**src/rtl/sprite_pkg.sv**
```systemverilog
// sprite_pkg
// Shared constants for the sprite engine and its motion sub-block:
//   SCR_W, SCR_H   default visible screen size
//   SPR_LAT        pixel pipeline latency from xx/yy to o_sprite_on/o_pixel
//   MODE_*         i_mode encodings
//   DIR_*          bit indices into the {up, down, left, right} direction bus
//   vel_e          per-axis velocity sign used in bounce mode
package sprite_pkg;

  localparam int SCR_W   = 640;
  localparam int SCR_H   = 480;
  localparam int SPR_LAT = 3;

  localparam logic MODE_MANUAL = 1'b0;
  localparam logic MODE_BOUNCE = 1'b1;

  localparam int DIR_UP    = 3;
  localparam int DIR_DOWN  = 2;
  localparam int DIR_LEFT  = 1;
  localparam int DIR_RIGHT = 0;

  typedef enum logic {
    VEL_POS = 1'b0,
    VEL_NEG = 1'b1
  } vel_e;

endpackage

```
**src/rtl/sprite_motion.sv**
```systemverilog
// sprite_motion
// One axis of sprite movement. On each frame tick the position either
// follows the direction inputs (manual, clamped to 0..LIMIT) or bounces
// between 0 and LIMIT, flipping its velocity sign when it hits an edge.
// Ports:
//   i_clk, i_rst  clock, async active-high reset
//   i_tick        one-cycle frame tick; the only cycle the position moves
//   i_mode        MODE_MANUAL / MODE_BOUNCE
//   i_dec, i_inc  manual-mode move towards 0 / towards LIMIT
//   o_pos         current position on this axis
module sprite_motion
  import sprite_pkg::*;
#(
  parameter int LIMIT = 606,
  parameter int START = 300,
  parameter int STEP  = 2
) (
  input  logic       i_clk,
  input  logic       i_rst,
  input  logic       i_tick,
  input  logic       i_mode,
  input  logic       i_dec,
  input  logic       i_inc,
  output logic [9:0] o_pos
);

  logic [9:0]  pos_q, pos_d;
  vel_e        vel_q, vel_d;
  logic [10:0] up_w;
  logic [9:0]  dn_w;
  logic        dn_under;

  // The upward candidate is kept 11 bits wide so LIMIT checks near the top
  // of the 10-bit range cannot wrap; the downward one is guarded by dn_under.
  always_comb begin
    up_w     = {1'b0, pos_q} + 11'(STEP);
    dn_w     = pos_q - 10'(STEP);
    dn_under = ({1'b0, pos_q} < 11'(STEP));
    pos_d    = pos_q;
    vel_d    = vel_q;
    if (i_tick) begin
      if (i_mode == MODE_BOUNCE) begin
        if (vel_q == VEL_POS) begin
          if (up_w > 11'(LIMIT)) begin
            pos_d = 10'(LIMIT);
            vel_d = VEL_NEG;
          end else begin
            pos_d = up_w[9:0];
          end
        end else begin
          if (dn_under) begin
            pos_d = '0;
            vel_d = VEL_POS;
          end else begin
            pos_d = dn_w;
          end
        end
      end else begin
        // Opposing inputs cancel out, leaving the axis still.
        if (i_inc && !i_dec) begin
          pos_d = (up_w > 11'(LIMIT)) ? 10'(LIMIT) : up_w[9:0];
        end else if (i_dec && !i_inc) begin
          pos_d = dn_under ? '0 : dn_w;
        end
      end
    end
  end

  always_ff @(posedge i_clk or posedge i_rst) begin
    if (i_rst) begin
      pos_q <= 10'(START);
      vel_q <= VEL_POS;
    end else begin
      pos_q <= pos_d;
      vel_q <= vel_d;
    end
  end

  assign o_pos = pos_q;

endmodule

```
**src/rtl/sprite_engine.sv**
```systemverilog
// sprite_engine
// Renders one SPR_W x SPR_H sprite from an external synchronous ROM at a
// position that moves once per frame (manual or bounce mode).
// Ports:
//   i_clk, i_rst      pixel clock, async active-high reset
//   xx, yy, aactive   scan position and visible-area flag
//   i_frame_tick      start-of-vblank pulse; position updates only here
//   i_mode, i_dir     motion mode and {up, down, left, right} buttons
//   i_rom_data        ROM pixel, one cycle after o_rom_addr
//   o_rom_addr        sprite ROM address
//   o_sprite_on       opaque sprite pixel, 3 cycles after xx/yy
//   o_pixel           pixel index, 0 when o_sprite_on is low
//   o_pos_x, o_pos_y  sprite top-left corner
module sprite_engine
  import sprite_pkg::*;
#(
  parameter int               SPR_W   = 34,
  parameter int               SPR_H   = 27,
  parameter int               ADDR_W  = 10,
  parameter int               DATA_W  = 8,
  parameter int               SCR_W   = sprite_pkg::SCR_W,
  parameter int               SCR_H   = sprite_pkg::SCR_H,
  parameter int               START_X = 300,
  parameter int               START_Y = 100,
  parameter int               STEP    = 2,
  parameter logic [DATA_W-1:0] TRANSP = '0
) (
  input  logic              i_clk,
  input  logic              i_rst,
  input  logic [9:0]        xx,
  input  logic [9:0]        yy,
  input  logic              aactive,
  input  logic              i_frame_tick,
  input  logic              i_mode,
  input  logic [3:0]        i_dir,
  input  logic [DATA_W-1:0] i_rom_data,
  output logic [ADDR_W-1:0] o_rom_addr,
  output logic              o_sprite_on,
  output logic [DATA_W-1:0] o_pixel,
  output logic [9:0]        o_pos_x,
  output logic [9:0]        o_pos_y
);

  logic [9:0]        pos_x, pos_y;
  logic [10:0]       x11, y11, px11, py11;
  logic [9:0]        dx, dy;
  logic              in_box;
  logic [ADDR_W-1:0] rom_addr_q, rom_addr_d;
  logic              v1_q, v2_q;
  logic              sprite_on_q, sprite_on_d;
  logic [DATA_W-1:0] pixel_q, pixel_d;

  sprite_motion #(
    .LIMIT(SCR_W - SPR_W),
    .START(START_X),
    .STEP (STEP)
  ) u_motion_x (
    .i_clk (i_clk),
    .i_rst (i_rst),
    .i_tick(i_frame_tick),
    .i_mode(i_mode),
    .i_dec (i_dir[DIR_LEFT]),
    .i_inc (i_dir[DIR_RIGHT]),
    .o_pos (pos_x)
  );

  sprite_motion #(
    .LIMIT(SCR_H - SPR_H),
    .START(START_Y),
    .STEP (STEP)
  ) u_motion_y (
    .i_clk (i_clk),
    .i_rst (i_rst),
    .i_tick(i_frame_tick),
    .i_mode(i_mode),
    .i_dec (i_dir[DIR_UP]),
    .i_inc (i_dir[DIR_DOWN]),
    .o_pos (pos_y)
  );

  // Box test in 11 bits so pos + size at the right/bottom edge cannot wrap.
  // The offsets dx/dy are only meaningful inside the box, which is the only
  // time the address register loads.
  always_comb begin
    x11        = {1'b0, xx};
    y11        = {1'b0, yy};
    px11       = {1'b0, pos_x};
    py11       = {1'b0, pos_y};
    in_box     = aactive &&
                 (x11 >= px11) && (x11 < px11 + 11'(SPR_W)) &&
                 (y11 >= py11) && (y11 < py11 + 11'(SPR_H));
    dx         = xx - pos_x;
    dy         = yy - pos_y;
    rom_addr_d = rom_addr_q;
    if (in_box) begin
      rom_addr_d = ADDR_W'(dx) + ADDR_W'(dy) * ADDR_W'(SPR_W);
    end
  end

  always_comb begin
    sprite_on_d = v2_q && (i_rom_data != TRANSP);
    pixel_d     = sprite_on_d ? i_rom_data : '0;
  end

  // C1 address/valid, C2 ROM read delay, C3 colour-key and output.
  always_ff @(posedge i_clk or posedge i_rst) begin
    if (i_rst) begin
      rom_addr_q  <= '0;
      v1_q        <= 1'b0;
      v2_q        <= 1'b0;
      sprite_on_q <= 1'b0;
      pixel_q     <= '0;
    end else begin
      rom_addr_q  <= rom_addr_d;
      v1_q        <= in_box;
      v2_q        <= v1_q;
      sprite_on_q <= sprite_on_d;
      pixel_q     <= pixel_d;
    end
  end

  assign o_rom_addr  = rom_addr_q;
  assign o_sprite_on = sprite_on_q;
  assign o_pixel     = pixel_q;
  assign o_pos_x     = pos_x;
  assign o_pos_y     = pos_y;

endmodule

```
**config.mk**
```make
export PLATFORM = sky130hd
export DESIGN_NAME = sprite_engine
export DESIGN_NICKNAME = d
export VERILOG_FILES = /design/src/rtl/sprite_pkg.sv /design/src/rtl/sprite_motion.sv /design/src/rtl/sprite_engine.sv
export SDC_FILE = /design/constraint.sdc
export NUM_CORES = 1
export LEC_CHECK = 0
export BUFFER_PORTS_ARGS = -buffer_cell sky130_fd_sc_hd__buf_2
export CAP_MARGIN = 40
export CORE_ASPECT_RATIO = 1.25
export CORE_MARGIN = 2
export CORE_UTILIZATION = 30
export CTS_CLUSTER_DIAMETER = 50
export DETAILED_ROUTE_END_ITERATION = 8
export SLEW_MARGIN = 20
export SYNTH_ARGS = -nofsm -noshare
export SYNTH_HDL_FRONTEND = slang
export SYNTH_SLANG_ARGS = --single-unit
```
**constraint.sdc**
```tcl
create_clock -name i_clk -period 9.1 [get_ports i_clk]
set_input_delay 0.455 -clock i_clk [delete_from_list [all_inputs] [get_ports i_clk]]
set_output_delay 0.455 -clock i_clk [all_outputs]
set_load 0.02 [all_outputs]
```
## Word-level counts from Yosys, hierarchy flattened

Index checks and enable logic that the tools add are counted.

- Register bits: 43
- Latch bits: 0
- RAM bits: 0
- Memory bits (read-only): 0
- Output and inout bits: 39
- Logic and storage cells: 65
- Memories: 0

- $add $sub $neg: 9
- $mul: 1
- Div/mod/pow operators: 0
- Order comparisons: 8
- Equal/unequal tests: 0
- Shifts and indexed selects: 0
- Muxes and demuxes: 19
- Bitwise gates (word level): 0
- Reduce and logical (&&, ||, !) cells: 19

Operators with widths:

| operator | count |
|---|---|
| two-way mux 10 bit | 12 |
| adder 10 x 2 -> 11 bit (second input constant) | 2 |
| < comparator 10 x 11 -> 1 bit | 2 |
| greater-or-equal comparator 10 bit | 2 |
| < comparator 10 x 2 -> 1 bit (second input constant) | 2 |
| subtractor 10 bit | 2 |
| subtractor 10 x 2 -> 10 bit (second input constant) | 2 |
| adder 10 x 5 -> 11 bit (second input constant) | 1 |
| adder 10 x 6 -> 11 bit (second input constant) | 1 |
| > comparator 11 x 10 -> 1 bit (second input constant) | 1 |
| > comparator 11 x 9 -> 1 bit (second input constant) | 1 |
| adder 10 bit | 1 |
| multiplier 10 x 5 -> 9 bit (second input constant) | 1 |
| logical AND 1 bit | 9 |
| two-way mux 8 bit | 1 |
| nonzero test 8 bit | 1 |
| two-way mux 1 bit | 6 |
| AND reduction 2 bit | 3 |
| nonzero test 3 bit | 2 |
| logical NOT 1 bit | 4 |

## Logic depth before layout (Yosys ltp)

- Depth after elaboration: 5
- Gate-level depth with buffers: 20
- Gate-level depth less buffers: 20

## By module

A second synthesis with hierarchy kept.

- Cells, all modules: 574
- Area total of the unflattened synthesis: 5014.8 µm²

By module, submodules not included:

| module | times used | cells each | area each (µm²) | seq. area each (µm²) |
|---|---|---|---|---|
| sprite_engine | 1 | 295 | 2771.4 | 525.5 |
| sprite_motion (u_motion_x) | 1 | 158 | 1214.9 | 280.3 |
| sprite_motion (u_motion_y) | 1 | 121 | 1028.5 | 279.0 |

## Least setup slack after synthesis

No wires, ideal clock.

- Path type: register to register
- From: register u_motion_y.pos_q[1], in the netlist u_motion_y.o_pos[1]
- To: register rom_addr_q[9], in the netlist o_rom_addr[9]
- Setup time: 125 ps
- Arrival: 4361 ps
- Data required time: 8975 ps
- Path slack: 4615 ps
- Cell stages (with the launch flop): 21
- Buffers on the path: 0
- Cell sequence: dfrtp_1 inv_1 ha_1 nor2b_1 o21ai_0 nand2b_1 a21o_1 a21oi_1 xnor2_1 ha_1 ha_1 fa_1 xnor2_1 fa_1 xor2_1 xnor2_1 xnor2_1 xnor2_1 xnor2_1 xnor2_1 mux2_2

- Cells in the longest elaborated chain, start to end: 3
- Elaborated cells between the ends (all ways): 8

Ends and longest elaborated chain:

| what | line | text |
|---|---|---|
| start: declaration | sprite_motion.sv:27 | `logic [9:0] pos_q, pos_d;` |
| start signal: assignment | sprite_motion.sv:71 | `pos_q <= 10'(START);` |
| start signal: assignment | sprite_motion.sv:74 | `pos_q <= pos_d;` |
| subtractor 10 bit, or another cell as far along | sprite_engine.sv:93 | `dy = yy - pos_y;` |
| multiplier 10 x 5 -> 9 bit, or another cell as far along | sprite_engine.sv:96 | `rom_addr_d = ADDR_W'(dx) + ADDR_W'(dy) * ADDR_W'(SPR_W);` |
| adder 10 bit / logical AND 1 bit (equally long branches) | sprite_engine.sv:96, sprite_engine.sv:91 |  |
| end signal: assignment | sprite_engine.sv:114 | `rom_addr_q <= rom_addr_d;` |
| end: declaration | sprite_engine.sv:48 | `logic [ADDR_W-1:0] rom_addr_q, rom_addr_d;` |

Several ways; a longest one is shown, not always the timed one.
A chain may end at the register's enable or synchronous reset.

## Worst setup path after layout

Ends and elaborated chain as after synthesis.

==> impl_metrics.env <==
export IMPL_yosysTopAreaCell="dfrtp_1"
export IMPL_synth_fp_nets=654
export IMPL_use_met2=0.270
export IMPL_crit_required_ns=9.27
export IMPL_use_met1=0.197
export IMPL_synthFlopType="dfrtp_1"
export IMPL_htree_levels=2
export IMPL_cts_resized=0
export IMPL_crit_family="adder cells"
export IMPL_rsz0062_at_grt="no"
export IMPL_grt_pass1_vias=4037
export IMPL_crit_path_end_kind="flip-flop"
export IMPL_wl_per_cell_um=15.1
export IMPL_critPathKind="flip-flop to flip-flop"
export IMPL_crit_top_cell="xnor2_1"
export IMPL_routed_wl_um=12400
export IMPL_dr_first_iter_drc_count=159
export IMPL_antenna_found_initial=0
export IMPL_relSlewSlack=0.466
export IMPL_core_area_mm2=0.0154
export IMPL_layout_common_cells="75 x buf_2, 63 x ha_1, 52 x inv_1, 37 x a21oi_1"
export IMPL_vias_per_cell=5.08
export IMPL_pin_count=76
export IMPL_startpoint_type="flip-flop"
export IMPL_regArea_mm2=0.00108
export IMPL_synth_seq_cells=43
export IMPL_clockPowerShare=0.080
export IMPL_arrival_ns=4.92
export IMPL_power_density_mw_per_mm2=441
export IMPL_initial_utilization=0.304
export IMPL_cts_buffers=5
export IMPL_setup_viol=0
export IMPL_syn2layout_area_growth_pct=16.0
export IMPL_path_clk_slew_ns=0.06
export IMPL_hold_viol_final=0
export IMPL_tightest_slew_ns=0.779
export IMPL_dr_pass1_iters=6
export IMPL_grt_max_degree=26
export IMPL_synth_edf_count=0
export IMPL_critPathMaxStageDelay_ns=0.60
export IMPL_hold_path_class="input pin to asynchronous set/reset pin"
export IMPL_final_common_cell="buf_2"
export IMPL_fin_setup_tns_ns=0
export IMPL_clock_latency_ns=0.29
export IMPL_fmax_ghz=0.210
export IMPL_r2r_start="u_motion_y.o_pos[1]"
export IMPL_die_w_um=116
export IMPL_die_area_mm2=0.0167
export IMPL_outcome="complete, no violations"
export IMPL_syn_inst=543
export IMPL_path_buf_inv=1
export IMPL_grt_overflow=0
export IMPL_cts_tree="yes"
export IMPL_grt_usage=0.152
export IMPL_synth_avg_cell_area_um2=8.65
export IMPL_clock_sinks=43
export IMPL_multi_input_area_mm2=0.00331
export IMPL_fill_cells=1650
export IMPL_synth_area_mm2=0.00470
export IMPL_drv_cap=0
export IMPL_routed_via_count=4169
export IMPL_grt_pass1_wl_um=20300
export IMPL_r2r_end="o_rom_addr[9]"
export IMPL_netSwitchingPower_uw=1170
export IMPL_crit_start="u_motion_y.o_pos[1]"
export IMPL_grt_busiest_layer="met2"
export IMPL_netlist_top_cells_area="dfrtp_1 19%, ha_1 17%, xnor2_1 5.8%"
export IMPL_cts_root_buf="clkbuf_16"
export IMPL_finClkSkew_ns=0.0113
export IMPL_ys_seq_area_frac=0.231
export IMPL_cts_setup_buffers=0
export IMPL_postRouteAntennaNets=0
export IMPL_critPathSlowestCell="dfrtp_1"
export IMPL_stdcell_area_mm2=0.00545
export IMPL_p_int_uw=1230
export IMPL_final_net_count=719
export IMPL_ir_drop_mv=0.247
export IMPL_core_rowCount=51
export IMPL_slew_viol_final=0
export IMPL_p_seq_frac=0.162
export IMPL_worstRegToRegCells=20
export IMPL_yosys_warnings=0
export IMPL_yosysTopAreaCellShare=0.192
export IMPL_clk_path_buf_depth=2
export IMPL_ys_async_sr_fraction=1.00
export IMPL_cp_max_fo=13
export IMPL_r2r_slack_ns=4.35
export IMPL_p_leak_uw=0.00252
export IMPL_portBuffers=75
export IMPL_ys_types=63
export IMPL_drive_gt1_frac=0.184
export IMPL_placed_area_mm2=0.00528
export IMPL_combinationalPowerShare=0.758
export IMPL_holdBufCountCts=0
export IMPL_dp_hpwl_um=9900
export IMPL_die_h_um=144
export IMPL_period_share=0.522
export IMPL_p_sw_frac=0.487
export IMPL_utilization=0.353
export IMPL_grt_use_met3=0.0181
export IMPL_n_antenna_cell=0
export IMPL_place_congestion=0.877
export IMPL_finalCriticalPeriod_ns=4.75
export IMPL_drc=0
export IMPL_cp_cell_sequence="inv_1 > ha_1 > nor2b_1 > o21ai_0 > nand2b_1 > a21o_1 > a21oi_1 > xnor2_1 > ha_1 > ha_1 > fa_1 > xnor2_1 > fa_1 > xor2_1 > xnor2_1 > xnor2_1 > xnor2_1 > xnor2_1 > xnor2_1 > mux2_2"
-- cells by family (layout without fill, tap and decap cells) --
logic type               Yosys count  after routing  synth area share
XOR/XNOR                          38             38            0.0709
flip-flops                        43             43             0.231
buffers and inverters             77            143            0.0666
adder cells (fa/ha/maj)           74             74             0.215
AND/OR/NAND/NOR                  142            142             0.156
AO/OA/AOI/OAI                    152            152             0.221
multiplexers                      17             17            0.0389
-- worst max-delay path by stage --
stage,to,slack [ns],cells after the start
4_1_cts,o_rom_addr[9],4.35,20
3_5_place_dp,o_rom_addr[9],4.43,20
5_1_grt,o_rom_addr[9],4.11,20
3_3_place_gp,o_rom_addr[9],4.51,20
6_report,o_rom_addr[9],4.35,20
2_1_floorplan,o_rom_addr[9],4.61,20
-- flip-flops by register name (all words and copies together), names as in the netlist --
register          cells
o_pixel               8
o_rom_addr           10
u_motion_x.vel_q      1
u_motion_y.o_pos     10
v1_q                  1
v2_q                  1
u_motion_x.o_pos     10
o_sprite_on           1
u_motion_y.vel_q      1
-- routing by layer --
layer  wire length, µm  up-vias
met3               572        8
li1                  -     2088
met4               132        0
met5                 0        -
met2              6290      102
met1              5410     1971
-- cell usage after synthesis, types with 5 or more instances --
library cell / number
a21o_1: 12
dfstp_2: 7
a31oi_1: 9
nor3_1: 7
and2_1: 10
dfrtp_1: 36
ha_1: 63
buf_2: 12
o21ai_0: 25
nand3_1: 14
or3_1: 6
a21oi_1: 37
nand2b_1: 10
o31ai_1: 6
nor2_1: 36
inv_1: 53
o22ai_1: 6
and4_1: 5
xor2_1: 7
xnor2_1: 31
nor4_1: 7
mux2i_1: 7
o21a_1: 7
a211oi_1: 9
clkbuf_1: 6
mux2_2: 10
nand2_1: 29
fa_1: 11
nand4_1: 7
o211ai_1: 6
-- metrics by stage --
stage               cells  power [µW]  hold slack [ns]  setup slack, ns
floorplan             543        1860            0.331             4.61
global route          821        2680            0.197             4.11
CTS                   820        2430            0.165             4.35
finish                821        2400            0.154             4.35
detailed placement    812        2210            0.339             4.43
global placement      811        2200            0.337             4.51
-- worst register-to-register path, delay by kind of cell, from the launching register on --
| family | cells | cell delay (ns) |
|---|---|---|
| flops | 1 | 0.60 |
| xor+xnor | 8 | 1.23 |
| fa+ha+maj | 5 | 1.57 |
| mux | 1 | 0.26 |
| compound gates | 3 | 0.54 |
| buf+inv | 1 | 0.18 |
| simple gates | 2 | 0.23 |
-- power groups by stage --
stage	Combinational, µW	Sequential [µW]	Clock (µW)
after floorplan	1480	380	0
after global placement	1800	392	0
after detailed placement	1820	392	0
after CTS	1850	389	197
after global routing	2060	406	206
final	1820	389	192
-- final cells by class --
type / count / area share
Sequential cell: 43 / 0.199
Inverter: 56 / 0.0386
Clock buffer: 8 / 0.0287
Tap cell: 212 / 0.0487
Multi-Input combinational cell: 423 / 0.608
Timing Repair Buffer: 79 / 0.0767
Power figures use the tool's default switching activity.
